`config.mk`:
```
export PLATFORM = sky130hd
export DESIGN_NAME = video_fetch_seq_flat
export DESIGN_NICKNAME = d
export VERILOG_FILES = /design/src/rtl/video_fetch_seq_if.sv /design/src/rtl/video_fetch_seq.sv /design/src/flat_wrapper.sv
export SDC_FILE = /design/constraint.sdc
export NUM_CORES = 1
export LEC_CHECK = 0
export CORE_MARGIN = 5
export CORE_UTILIZATION = 30
export DETAILED_ROUTE_END_ITERATION = 7
export PLACE_DENSITY_LB_ADDON = 0.1
export SYNTH_ARGS = -nofsm -noshare
export SYNTH_HDL_FRONTEND = slang
export SYNTH_SLANG_ARGS = --single-unit
```
`constraint.sdc`:
```
create_clock -name clk -period 7.19 [get_ports clk]
set_input_delay 0.719 -clock clk [delete_from_list [all_inputs] [get_ports clk]]
set_output_delay 0.719 -clock clk [all_outputs]
set_load 0.005 [all_outputs]
```
`src/rtl/video_fetch_seq_if.sv`:
```
// ----------------------------------------------------------------------------
// video_fetch_seq_if
// Bundle of the signals the fetch/timing sequencer drives toward the video RAM
// port and the bitmap/attribute/shift/mux datapath.
//
// Handshake: vreq is a plain request qualifier with no back-pressure. While
// vreq is high, vaddr is a valid RAM offset. The RAM data for that address is
// captured on the ld_pix / ld_attr strobe, which occurs on the second cycle of
// each two-cycle request.
//
//   vreq     video RAM read request, vaddr valid while high
//   vaddr    13-bit video RAM offset (bitmap or attribute)
//   ld_pix   bitmap byte latch strobe
//   ld_attr  attribute byte latch strobe
//   ld_shift shift-register parallel load + attribute transfer
//   border   1 = border colour, 0 = pixel/attribute path
//   bl       blanking, active-high
//   sync_n   composite sync, active-low
//   int_n    CPU frame interrupt, active-low
//   flasher  flash phase toggle
// ----------------------------------------------------------------------------
interface video_fetch_seq_if;
    logic        vreq;
    logic [12:0] vaddr;
    logic        ld_pix;
    logic        ld_attr;
    logic        ld_shift;
    logic        border;
    logic        bl;
    logic        sync_n;
    logic        int_n;
    logic        flasher;

    modport master (
        output vreq, vaddr, ld_pix, ld_attr, ld_shift,
               border, bl, sync_n, int_n, flasher
    );

    modport slave (
        input  vreq, vaddr, ld_pix, ld_attr, ld_shift,
               border, bl, sync_n, int_n, flasher
    );
endinterface

```
`src/rtl/video_fetch_seq.sv`:
```
// ----------------------------------------------------------------------------
// video_fetch_seq
// Pixel-clock timing and fetch sequencer for the bitmap/attribute video
// datapath: line/frame counters, video RAM addressing, latch/load strobes,
// border select, blanking, composite sync, frame interrupt and flash phase.
//
// Ports:
//   clk  pixel clock, one cycle per displayed pixel, rising edge
//   rst  synchronous reset, active-high
//   vid  master modport of video_fetch_seq_if (all outputs registered)
//
// Timing model: hc/vc name the beam position whose outputs are currently on
// the pins. Every output register is loaded from the decode of the position
// being entered (hc_n/vc_n), so outputs and counters change on the same edge.
// Reset holds a "not yet started" state showing reset values; the first edge
// without reset enters position (0,0) rather than (1,0).
// ----------------------------------------------------------------------------
module video_fetch_seq #(
    parameter int H_TOTAL   = 448,
    parameter int V_TOTAL   = 320,
    parameter int H_BLANK_S = 320,
    parameter int H_BLANK_E = 384,
    parameter int H_SYNC_S  = 336,
    parameter int H_SYNC_E  = 368,
    parameter int V_BLANK_S = 240,
    parameter int V_BLANK_E = 272,
    parameter int V_SYNC_S  = 240,
    parameter int V_SYNC_E  = 256,
    parameter int INT_LINE  = 239,
    parameter int INT_LEN   = 64,
    parameter int FLASH_DIV = 16
) (
    input  logic              clk,
    input  logic              rst,
    video_fetch_seq_if.master vid
);

    localparam logic [8:0] HC_LAST = 9'(H_TOTAL - 1);
    localparam logic [8:0] VC_LAST = 9'(V_TOTAL - 1);
    localparam logic [8:0] HBS     = 9'(H_BLANK_S);
    localparam logic [8:0] HBE     = 9'(H_BLANK_E);
    localparam logic [8:0] HSS     = 9'(H_SYNC_S);
    localparam logic [8:0] HSE     = 9'(H_SYNC_E);
    localparam logic [8:0] VBS     = 9'(V_BLANK_S);
    localparam logic [8:0] VBE     = 9'(V_BLANK_E);
    localparam logic [8:0] VSS     = 9'(V_SYNC_S);
    localparam logic [8:0] VSE     = 9'(V_SYNC_E);
    localparam logic [8:0] INT_V   = 9'(INT_LINE);
    localparam logic [9:0] INT_REM = 10'(INT_LEN - 1);
    localparam logic [7:0] FR_LAST = 8'(FLASH_DIV - 1);

    // Position state
    logic [8:0] hc;
    logic [8:0] vc;
    logic       run;
    logic [7:0] frame_cnt;
    logic [9:0] int_rem;

    // Output registers
    logic        vreq_q;
    logic [12:0] vaddr_q;
    logic        ld_pix_q;
    logic        ld_attr_q;
    logic        ld_shift_q;
    logic        border_q;
    logic        bl_q;
    logic        sync_n_q;
    logic        int_n_q;
    logic        flasher_q;

    // Next position and its decode
    logic [8:0]  hc_n;
    logic [8:0]  vc_n;
    logic        frame_wrap;
    logic        in_fetch;
    logic [2:0]  ph;
    logic [4:0]  col;
    logic [12:0] bitmap_addr;
    logic [12:0] attr_addr;
    logic        fetch_req;
    logic        h_blank;
    logic        v_blank;
    logic        h_sync;
    logic        v_sync;
    logic        int_start;
    logic        disp_area;

    always_comb begin
        hc_n       = hc;
        vc_n       = vc;
        frame_wrap = 1'b0;
        if (run) begin
            if (hc == HC_LAST) begin
                hc_n = '0;
                if (vc == VC_LAST) begin
                    vc_n       = '0;
                    frame_wrap = 1'b1;
                end else begin
                    vc_n = vc + 9'd1;
                end
            end else begin
                hc_n = hc + 9'd1;
            end
        end
    end

    always_comb begin
        in_fetch    = (vc_n < 9'd192) && (hc_n < 9'd256);
        ph          = hc_n[2:0];
        col         = hc_n[7:3];
        // Bitmap rows are interleaved: third, character row within third, pixel row.
        bitmap_addr = {vc_n[7:6], vc_n[2:0], vc_n[5:3], col};
        attr_addr   = {3'b110, vc_n[7:3], col};
        fetch_req   = in_fetch && !ph[2];
        h_blank     = (hc_n >= HBS) && (hc_n < HBE);
        v_blank     = (vc_n >= VBS) && (vc_n < VBE);
        h_sync      = (hc_n >= HSS) && (hc_n < HSE);
        v_sync      = (vc_n >= VSS) && (vc_n < VSE);
        int_start   = (vc_n == INT_V) && (hc_n == HBS);
        // Pixels leave the shifter one cell after fetch, hence the 8..263 span.
        disp_area   = (vc_n < 9'd192) && (hc_n >= 9'd8) && (hc_n <= 9'd263);
    end

    always_ff @(posedge clk) begin
        if (rst) begin
            hc         <= '0;
            vc         <= '0;
            run        <= 1'b0;
            frame_cnt  <= '0;
            int_rem    <= '0;
            vreq_q     <= 1'b0;
            vaddr_q    <= '0;
            ld_pix_q   <= 1'b0;
            ld_attr_q  <= 1'b0;
            ld_shift_q <= 1'b0;
            border_q   <= 1'b1;
            bl_q       <= 1'b1;
            sync_n_q   <= 1'b1;
            int_n_q    <= 1'b1;
            flasher_q  <= 1'b0;
        end else begin
            run        <= 1'b1;
            hc         <= hc_n;
            vc         <= vc_n;
            vreq_q     <= fetch_req;
            // Address holds its last value outside request cycles.
            if (fetch_req) begin
                vaddr_q <= ph[1] ? attr_addr : bitmap_addr;
            end
            ld_pix_q   <= in_fetch && (ph == 3'd1);
            ld_attr_q  <= in_fetch && (ph == 3'd3);
            ld_shift_q <= in_fetch && (ph == 3'd7);
            border_q   <= !disp_area;
            bl_q       <= h_blank || v_blank;
            sync_n_q   <= !(h_sync || v_sync);

            // Interrupt length is counted in cycles so it can run across the line wrap.
            if (int_start) begin
                int_n_q <= 1'b0;
                int_rem <= INT_REM;
            end else if (int_rem != '0) begin
                int_n_q <= 1'b0;
                int_rem <= int_rem - 10'd1;
            end else begin
                int_n_q <= 1'b1;
            end

            if (frame_wrap) begin
                if (frame_cnt == FR_LAST) begin
                    frame_cnt <= '0;
                    flasher_q <= !flasher_q;
                end else begin
                    frame_cnt <= frame_cnt + 8'd1;
                end
            end
        end
    end

    assign vid.vreq     = vreq_q;
    assign vid.vaddr    = vaddr_q;
    assign vid.ld_pix   = ld_pix_q;
    assign vid.ld_attr  = ld_attr_q;
    assign vid.ld_shift = ld_shift_q;
    assign vid.border   = border_q;
    assign vid.bl       = bl_q;
    assign vid.sync_n   = sync_n_q;
    assign vid.int_n    = int_n_q;
    assign vid.flasher  = flasher_q;

endmodule

```
`src/flat_wrapper.sv`:
```
// flat-port wrapper written by rule: the top's interface ports become plain ports
module video_fetch_seq_flat 
#(
    parameter int H_TOTAL   = 448,
    parameter int V_TOTAL   = 320,
    parameter int H_BLANK_S = 320,
    parameter int H_BLANK_E = 384,
    parameter int H_SYNC_S  = 336,
    parameter int H_SYNC_E  = 368,
    parameter int V_BLANK_S = 240,
    parameter int V_BLANK_E = 272,
    parameter int V_SYNC_S  = 240,
    parameter int V_SYNC_E  = 256,
    parameter int INT_LINE  = 239,
    parameter int INT_LEN   = 64,
    parameter int FLASH_DIV = 16
)
  (clk, rst, vid_vreq, vid_vaddr, vid_ld_pix, vid_ld_attr, vid_ld_shift, vid_border, vid_bl, vid_sync_n, vid_int_n, vid_flasher);
  video_fetch_seq_if vid_i ();
  input  logic clk;
  input  logic rst;
  output wire logic [$bits(vid_i.vreq)-1:0] vid_vreq;
  output wire logic [$bits(vid_i.vaddr)-1:0] vid_vaddr;
  output wire logic [$bits(vid_i.ld_pix)-1:0] vid_ld_pix;
  output wire logic [$bits(vid_i.ld_attr)-1:0] vid_ld_attr;
  output wire logic [$bits(vid_i.ld_shift)-1:0] vid_ld_shift;
  output wire logic [$bits(vid_i.border)-1:0] vid_border;
  output wire logic [$bits(vid_i.bl)-1:0] vid_bl;
  output wire logic [$bits(vid_i.sync_n)-1:0] vid_sync_n;
  output wire logic [$bits(vid_i.int_n)-1:0] vid_int_n;
  output wire logic [$bits(vid_i.flasher)-1:0] vid_flasher;
  assign vid_vreq = vid_i.vreq;
  assign vid_vaddr = vid_i.vaddr;
  assign vid_ld_pix = vid_i.ld_pix;
  assign vid_ld_attr = vid_i.ld_attr;
  assign vid_ld_shift = vid_i.ld_shift;
  assign vid_border = vid_i.border;
  assign vid_bl = vid_i.bl;
  assign vid_sync_n = vid_i.sync_n;
  assign vid_int_n = vid_i.int_n;
  assign vid_flasher = vid_i.flasher;
  video_fetch_seq #(.H_TOTAL(H_TOTAL), .V_TOTAL(V_TOTAL), .H_BLANK_S(H_BLANK_S), .H_BLANK_E(H_BLANK_E), .H_SYNC_S(H_SYNC_S), .H_SYNC_E(H_SYNC_E), .V_BLANK_S(V_BLANK_S), .V_BLANK_E(V_BLANK_E), .V_SYNC_S(V_SYNC_S), .V_SYNC_E(V_SYNC_E), .INT_LINE(INT_LINE), .INT_LEN(INT_LEN), .FLASH_DIV(FLASH_DIV)) u_core (.clk(clk), .rst(rst), .vid(vid_i));
endmodule
```
* Word-level counts from Yosys, hierarchy flattened
Index checks and enable logic that the tools add are counted.
** Storage, ports and cells
- Bits in registers :: 59
- Output and inout bits :: 22
- Word-level logic and storage cells :: 76
- Input port bits :: 2
** Cells by class
- Order comparisons :: 11
- Add/sub/neg operators :: 4
- Equal/unequal tests :: 8
- Reduce and logical (&&, ||, !) cells :: 22
- Muxes and demuxes :: 15
** Operator list (count)
- 9-bit less-than comparator (second input constant) :: 5
- 9-bit two-way mux :: 5
- 9-bit == test (second input constant) :: 3
- 9-bit by 1-bit adder with 9-bit output (second input constant) :: 2
- 9-bit >= comparator (second input constant) :: 2
- 13-bit two-way mux :: 1
- 1-bit logical AND :: 12
- 6-bit two-way mux :: 2
- 10-bit nonzero test :: 1
- 10-bit by 1-bit subtractor with 10-bit output (second input constant) :: 1
- 9-bit by 8-bit == test with 1-bit output (second input constant) :: 1
- 9-bit by 4-bit >= comparator with 1-bit output (second input constant) :: 1
- 9-bit by 8-bit >= comparator with 1-bit output (second input constant) :: 1
- 9-bit less-or-equal comparator (second input constant) :: 1
- 9-bit by 8-bit less-than comparator with 1-bit output (second input constant) :: 1
- 8-bit by 1-bit adder with 8-bit output (second input constant) :: 1
- 8-bit by 4-bit == test with 1-bit output (second input constant) :: 1
- 8-bit two-way mux :: 1
- 1-bit two-way mux :: 6
- 1-bit logical NOT :: 4
- 3-bit by 1-bit == test with 1-bit output (second input constant) :: 1
- 3-bit by 2-bit == test with 1-bit output (second input constant) :: 1
- 3-bit == test (second input constant) :: 1
- 1-bit logical OR :: 2
- 3 further kinds :: 3

* Depth between registers and ports, before layout
- Word-level depth :: 8
- Mapped depth :: 10
- Depth with buffers taken out :: 7

* Worst setup path after synthesis
Ideal clock, no wire load.
- Kind :: register to register
- Start point :: register u_core.hc[0]
- End point :: register u_core.int_n_q, in the netlist u_core.vid.int_n
- Arrival :: 2.561 ns
- Path slack :: 4.512 ns
- Period minus slack after synthesis :: 2.678 ns
- Setup time :: 0.117 ns
- Data required time :: 7.073 ns
- Path buffers :: 3
- Stages on the path, launching flop included :: 11
- Cells stage by stage :: dfxtp_1 > ha_1 > buf_4 > and2_0 > clkbuf_2 > nand3_4 > or3_4 > a211o_1 > or4_4 > buf_6 > o22a_1
** On the way
- Word-level cells in the longest chain between the ends :: 6
- Elaborated cells between the ends (all ways) :: 10
- Classes of those cells :: 1 x add/sub; 3 x eq/ne; 5 x mux; 1 x reduce/logical
** RTL lines
- start, declared :: line video_fetch_seq.sv:53 : logic [8:0] hc;
- start signal, assigned :: line video_fetch_seq.sv:143 : hc <= hc_n;
- 9-bit by 1-bit adder with 9-bit output / 9-bit == test (equally long branches) :: line video_fetch_seq.sv:102, video_fetch_seq.sv:93
- 9-bit two-way mux :: line video_fetch_seq.sv:93 : if (hc == HC_LAST) begin
- 9-bit two-way mux :: line video_fetch_seq.sv:92 : if (run) begin
- 9-bit == test / 9-bit by 8-bit == test with 1-bit output (equally long branches) :: line video_fetch_seq.sv:119 : int_start = (vc_n == INT_V) && (hc_n == HBS);
- 1-bit logical AND (*) :: line video_fetch_seq.sv:119
- 1-bit two-way mux (*) :: line video_fetch_seq.sv:158 : if (int_start) begin
- end signal, assigned :: line video_fetch_seq.sv:159 : int_n_q <= 1'b0;
- end signal, assigned :: line video_fetch_seq.sv:162 : int_n_q <= 1'b0;
- end signal, assigned :: line video_fetch_seq.sv:165 : int_n_q <= 1'b1;
- end, declared :: line video_fetch_seq.sv:68 : logic int_n_q;
Mark *: on every way between the ends. The rest lies on a longest branch, timed or not.
A chain may end at the register's enable or synchronous reset.

* Final worst setup path
- Start point :: register u_core.hc[0]
- End point :: register u_core.vaddr_q[5], in the netlist u_core.vid.vaddr[5]
** On the way
- Word-level cells in the longest chain between the ends :: 6
- Elaborated cells between the ends (all ways) :: 12
- Classes of those cells :: 1 x add/sub; 2 x order compare; 1 x eq/ne; 5 x mux; 3 x reduce/logical
** RTL lines
- 9-bit by 1-bit adder with 9-bit output / 9-bit == test (equally long branches) :: line video_fetch_seq.sv:102, video_fetch_seq.sv:93
- 9-bit two-way mux :: line video_fetch_seq.sv:93
- 9-bit two-way mux :: line video_fetch_seq.sv:92
- 9-bit less-than comparator / 9-bit by 8-bit less-than comparator with 1-bit output (equally long branches) :: line video_fetch_seq.sv:108 : in_fetch = (vc_n < 9'd192) && (hc_n < 9'd256);
- 1-bit logical AND :: line video_fetch_seq.sv:108
- 1-bit logical AND :: line video_fetch_seq.sv:114 : fetch_req = in_fetch && !ph[2];
- end signal, assigned :: line video_fetch_seq.sv:148 : vaddr_q <= ph[1] ? attr_addr : bitmap_addr;
- end, declared :: line video_fetch_seq.sv:61 : logic [12:0] vaddr_q;
Several ways; a longest one is shown, not always the timed one.

==> results.json <==
{
  "numPortBuffers": 23,
  "syn_inst": 351,
  "synth_area_um2": 3060,
  "cts_resized": 0,
  "synth_flop_cell": "dfxtp_1",
  "p_per_area_nw_per_um2": 238,
  "synthArstFlopShare_pct": 0,
  "worst_path_max_delay_cell": "or4_1",
  "final_common_cell": "dfxtp_1",
  "clkTransAtPathRegs_ns": 0.07,
  "antenna_found_initial": 0,
  "route.vias.total": 2582,
  "post_cts_buffers": 0,
  "gr-total-overflow": 0,
  "initialDrtViolationCount": 149,
  "period_minus_slack_ns": 3.29,
  "start_util_pct": 31.0,
  "slew-limit-headroom_pct": 48.6,
  "wl_mm": 7.67,
  "max_freq_mhz": 304,
  "fillers": 1031,
  "status": "completed",
  "leakagePower_nw": 1.26,
  "slew_viol_final": 0,
  "grt_start_max_net_pins": 47,
  "firstDrtPassIters": 4,
  "synth-edff-count": 0,
  "dpl-instance-area_um2": 3330,
  "cts_tree": "built",
  "final_cell_mix": "dfxtp_1 (59), nor2_1 (34), nand2_1 (29)",
  "rrSetupSlack_ns": 3.90,
  "setup_viol": 0,
  "crit_arrival_ns": 3.51,
  "worst_hold_path_type": "flop to flop",
  "cp-end-kind": "flop",
  "crit_fanout": 11,
  "insertion_delay_ns": 0.33,
  "cts_sinks": 59,
  "ant_nets": 0,
  "crit_chain": "ha_1 -> nand2_1 -> or4_1 -> o41ai_2 -> o31a_1 -> nand2_1 -> mux2_2",
  "wl_per_cell_um": 15.2,
  "yosysSeqAreaShare_pct": 38.6,
  "dieArea_um2": 12300,
  "clock_skew_ns": 0.00960,
  "yosysUniqueCellTypes": 68,
  "tns_ns": 0,
  "drive_gt1_share_pct": 11.0,
  "ys_ff_latch": 59,
  "clk_path_buf_depth": 2,
  "num_rows": 36,
  "hold_buffers": 0,
  "hpwl_mm": 5.47,
  "start_kind": "flop",
  "fp.dieW_um": 111,
  "diodes": 0,
  "max_stage_delay_ns": 0.56,
  "ir_drop_mv": 0.0729,
  "clockRootBuffer": "clkbuf_8",
  "grt_pass1_wl_mm": 12.8,
  "die_h_um": 111,
  "hold_viol": 0,
  "holdWs_ns": 0.462,
  "cts_htree_levels": 3,
  "maxCapViolCount": 0,
  "grt_usage_pct": 12.7,
  "fin_crit_sh_pct": 45.8,
  "syn_to_final_growth_pct": 15.6,
  "gp_congestion": 0.833,
  "critPathBufInv": 0,
  "crit_path_frequent_cell": "nand2_1",
  "crit_family": "simple AND/OR/NAND/NOR gates",
  "avgSynthCellArea_um2": 8.71,
  "cts_made_buffers": 9,
  "cp_data_required_time_ns": 7.41,
  "ys_warn_count": 0,
  "worstSetupPathType": "flop to flop",
  "coreArea_um2": 9860,
  "post-route-drc-count": 0,
  "rsz0062_at_grt": "no",
  "stdcell_area_um2": 3530,
  "pin_count": 24,
  "synth_fp_nets": 357,
  "final_nets": 374,
  "grt_pass1_vias": 2506,
  "tightest_slew_ns": 0.765,
  "vias_per_cell": 5.10
}
## kinds of logic (layout without fill, tap and decap cells)
| family | after synthesis | in the layout | share of synthesized area (%) |
|---|---|---|---|
| XOR/XNOR | 25 | 25 | 7.16 |
| AO/OA/AOI/OAI | 72 | 72 | 15.9 |
| buffers and inverters | 24 | 46 | 4.99 |
| multiplexers | 9 | 9 | 3.07 |
| flip-flops | 59 | 59 | 38.6 |
| AND/OR/NAND/NOR | 158 | 158 | 28.6 |
| adder cells (fa/ha/maj) | 4 | 4 | 1.64 |
## worst reg2reg max path, cell delays in order (launching register included)
cell	delay, ns
dfxtp_1	0.45
ha_1	0.40
nand2_1	0.21
or4_1	0.56
o41ai_2	0.45
o31a_1	0.48
nand2_1	0.30
mux2_2	0.34
## worst paths after layout
path / start / end / depth (start not counted)
worst min register to register: u_core.vid.vaddr[2] / u_core.vid.vaddr[2] / 2
worst min-delay path: u_core.vid.vaddr[2] / u_core.vid.vaddr[2] / 2
worst max register to register: u_core.hc[0] / u_core.vid.vaddr[5] / 7
worst max-delay path: u_core.hc[0] / u_core.vid.vaddr[5] / 7
## cell usage after synthesis, drive strengths merged, types with 2 or more instances
cell / n / area share (%)
dfxtp: 59 / 39
xnor2: 13 / 3.7
and3b: 2 / 0.57
o22ai: 6 / 1.2
o21ai: 14 / 2.3
nand2: 29 / 3.6
mux2i: 6 / 2.0
nor3: 14 / 2.5
or3: 5 / 1.2
o21a: 2 / 0.49
nand2b: 4 / 0.82
a21o: 2 / 0.49
or4: 4 / 1.1
o31a: 3 / 0.90
and3: 6 / 1.2
xor2: 12 / 3.4
ha: 4 / 1.6
a21oi: 17 / 2.8
nand3: 25 / 4.5
inv: 4 / 0.49
nand4: 10 / 2.3
a211o: 2 / 0.57
and4: 2 / 0.61
nor2: 35 / 4.4
nand3b: 3 / 1.1
buf: 13 / 3.4
nor2b: 8 / 1.6
clkbuf: 5 / 0.65
a31o: 3 / 0.86
a31oi: 3 / 0.61
a211oi: 6 / 1.5
nor4: 6 / 1.7
o41ai: 2 / 0.82
o211ai: 2 / 0.49
mux2: 3 / 1.1
## metal layers
| metal | vias to the layer above | GRT usage, % | part of all wire (%) |
|---|---|---|---|
| li1 | 1314 | - | - |
| met1 | 1212 | 17.2 | 51 |
| met2 | 47 | 19.6 | 44 |
| met3 | 9 | 2.73 | 3.6 |
| met4 | 0 | 4.68 | 1.1 |
| met5 | - | 0 | 0 |
## metrics by stage
stage          instances  worst slack (ns)  utilization (%)  power (mW)
4_1_cts              506              3.93             35.8       0.854
6_report             506              3.90             35.8       0.842
3_5_place_dp         490              3.95             33.8       0.541
2_1_floorplan        351              4.51                -       0.502
3_3_place_gp         490              4.09             33.8       0.545
5_1_grt              506              3.68             35.8       0.891
## final cells by class
cell class	instances	area, um2	area share, %
multi-input cells	268	1720	48.8
flip-flops and latches	59	1180	33.4
repair buffers	25	240	6.80
well taps	133	166	4.71
clock buffers	12	155	4.39
clock inverters	4	48.8	1.38
inverters	5	18.8	0.531
## power breakdown
group / total [mW] / internal, mW / switching (mW)
Combinational: 0.164 / 0.0793 / 0.0849
Sequential: 0.369 / 0.352 / 0.0171
Clock: 0.309 / 0.179 / 0.130
Total: 0.842 / 0.610 / 0.232
## flip-flops by register name, indices dropped and copies added (netlist names)
signal               flops
u_core.int_rem          10
u_core.vid.ld_pix        1
u_core.vid.vreq          1
u_core.run               1
u_core.frame_cnt         8
u_core.vid.sync_n        1
u_core.vc                9
u_core.vid.border        1
u_core.hc                9
u_core.vid.vaddr        13
u_core.vid.flasher       1
u_core.vid.bl            1
u_core.vid.int_n         1
u_core.vid.ld_attr       1
u_core.vid.ld_shift      1
Note: power is estimated with default switching activity, not from simulation.
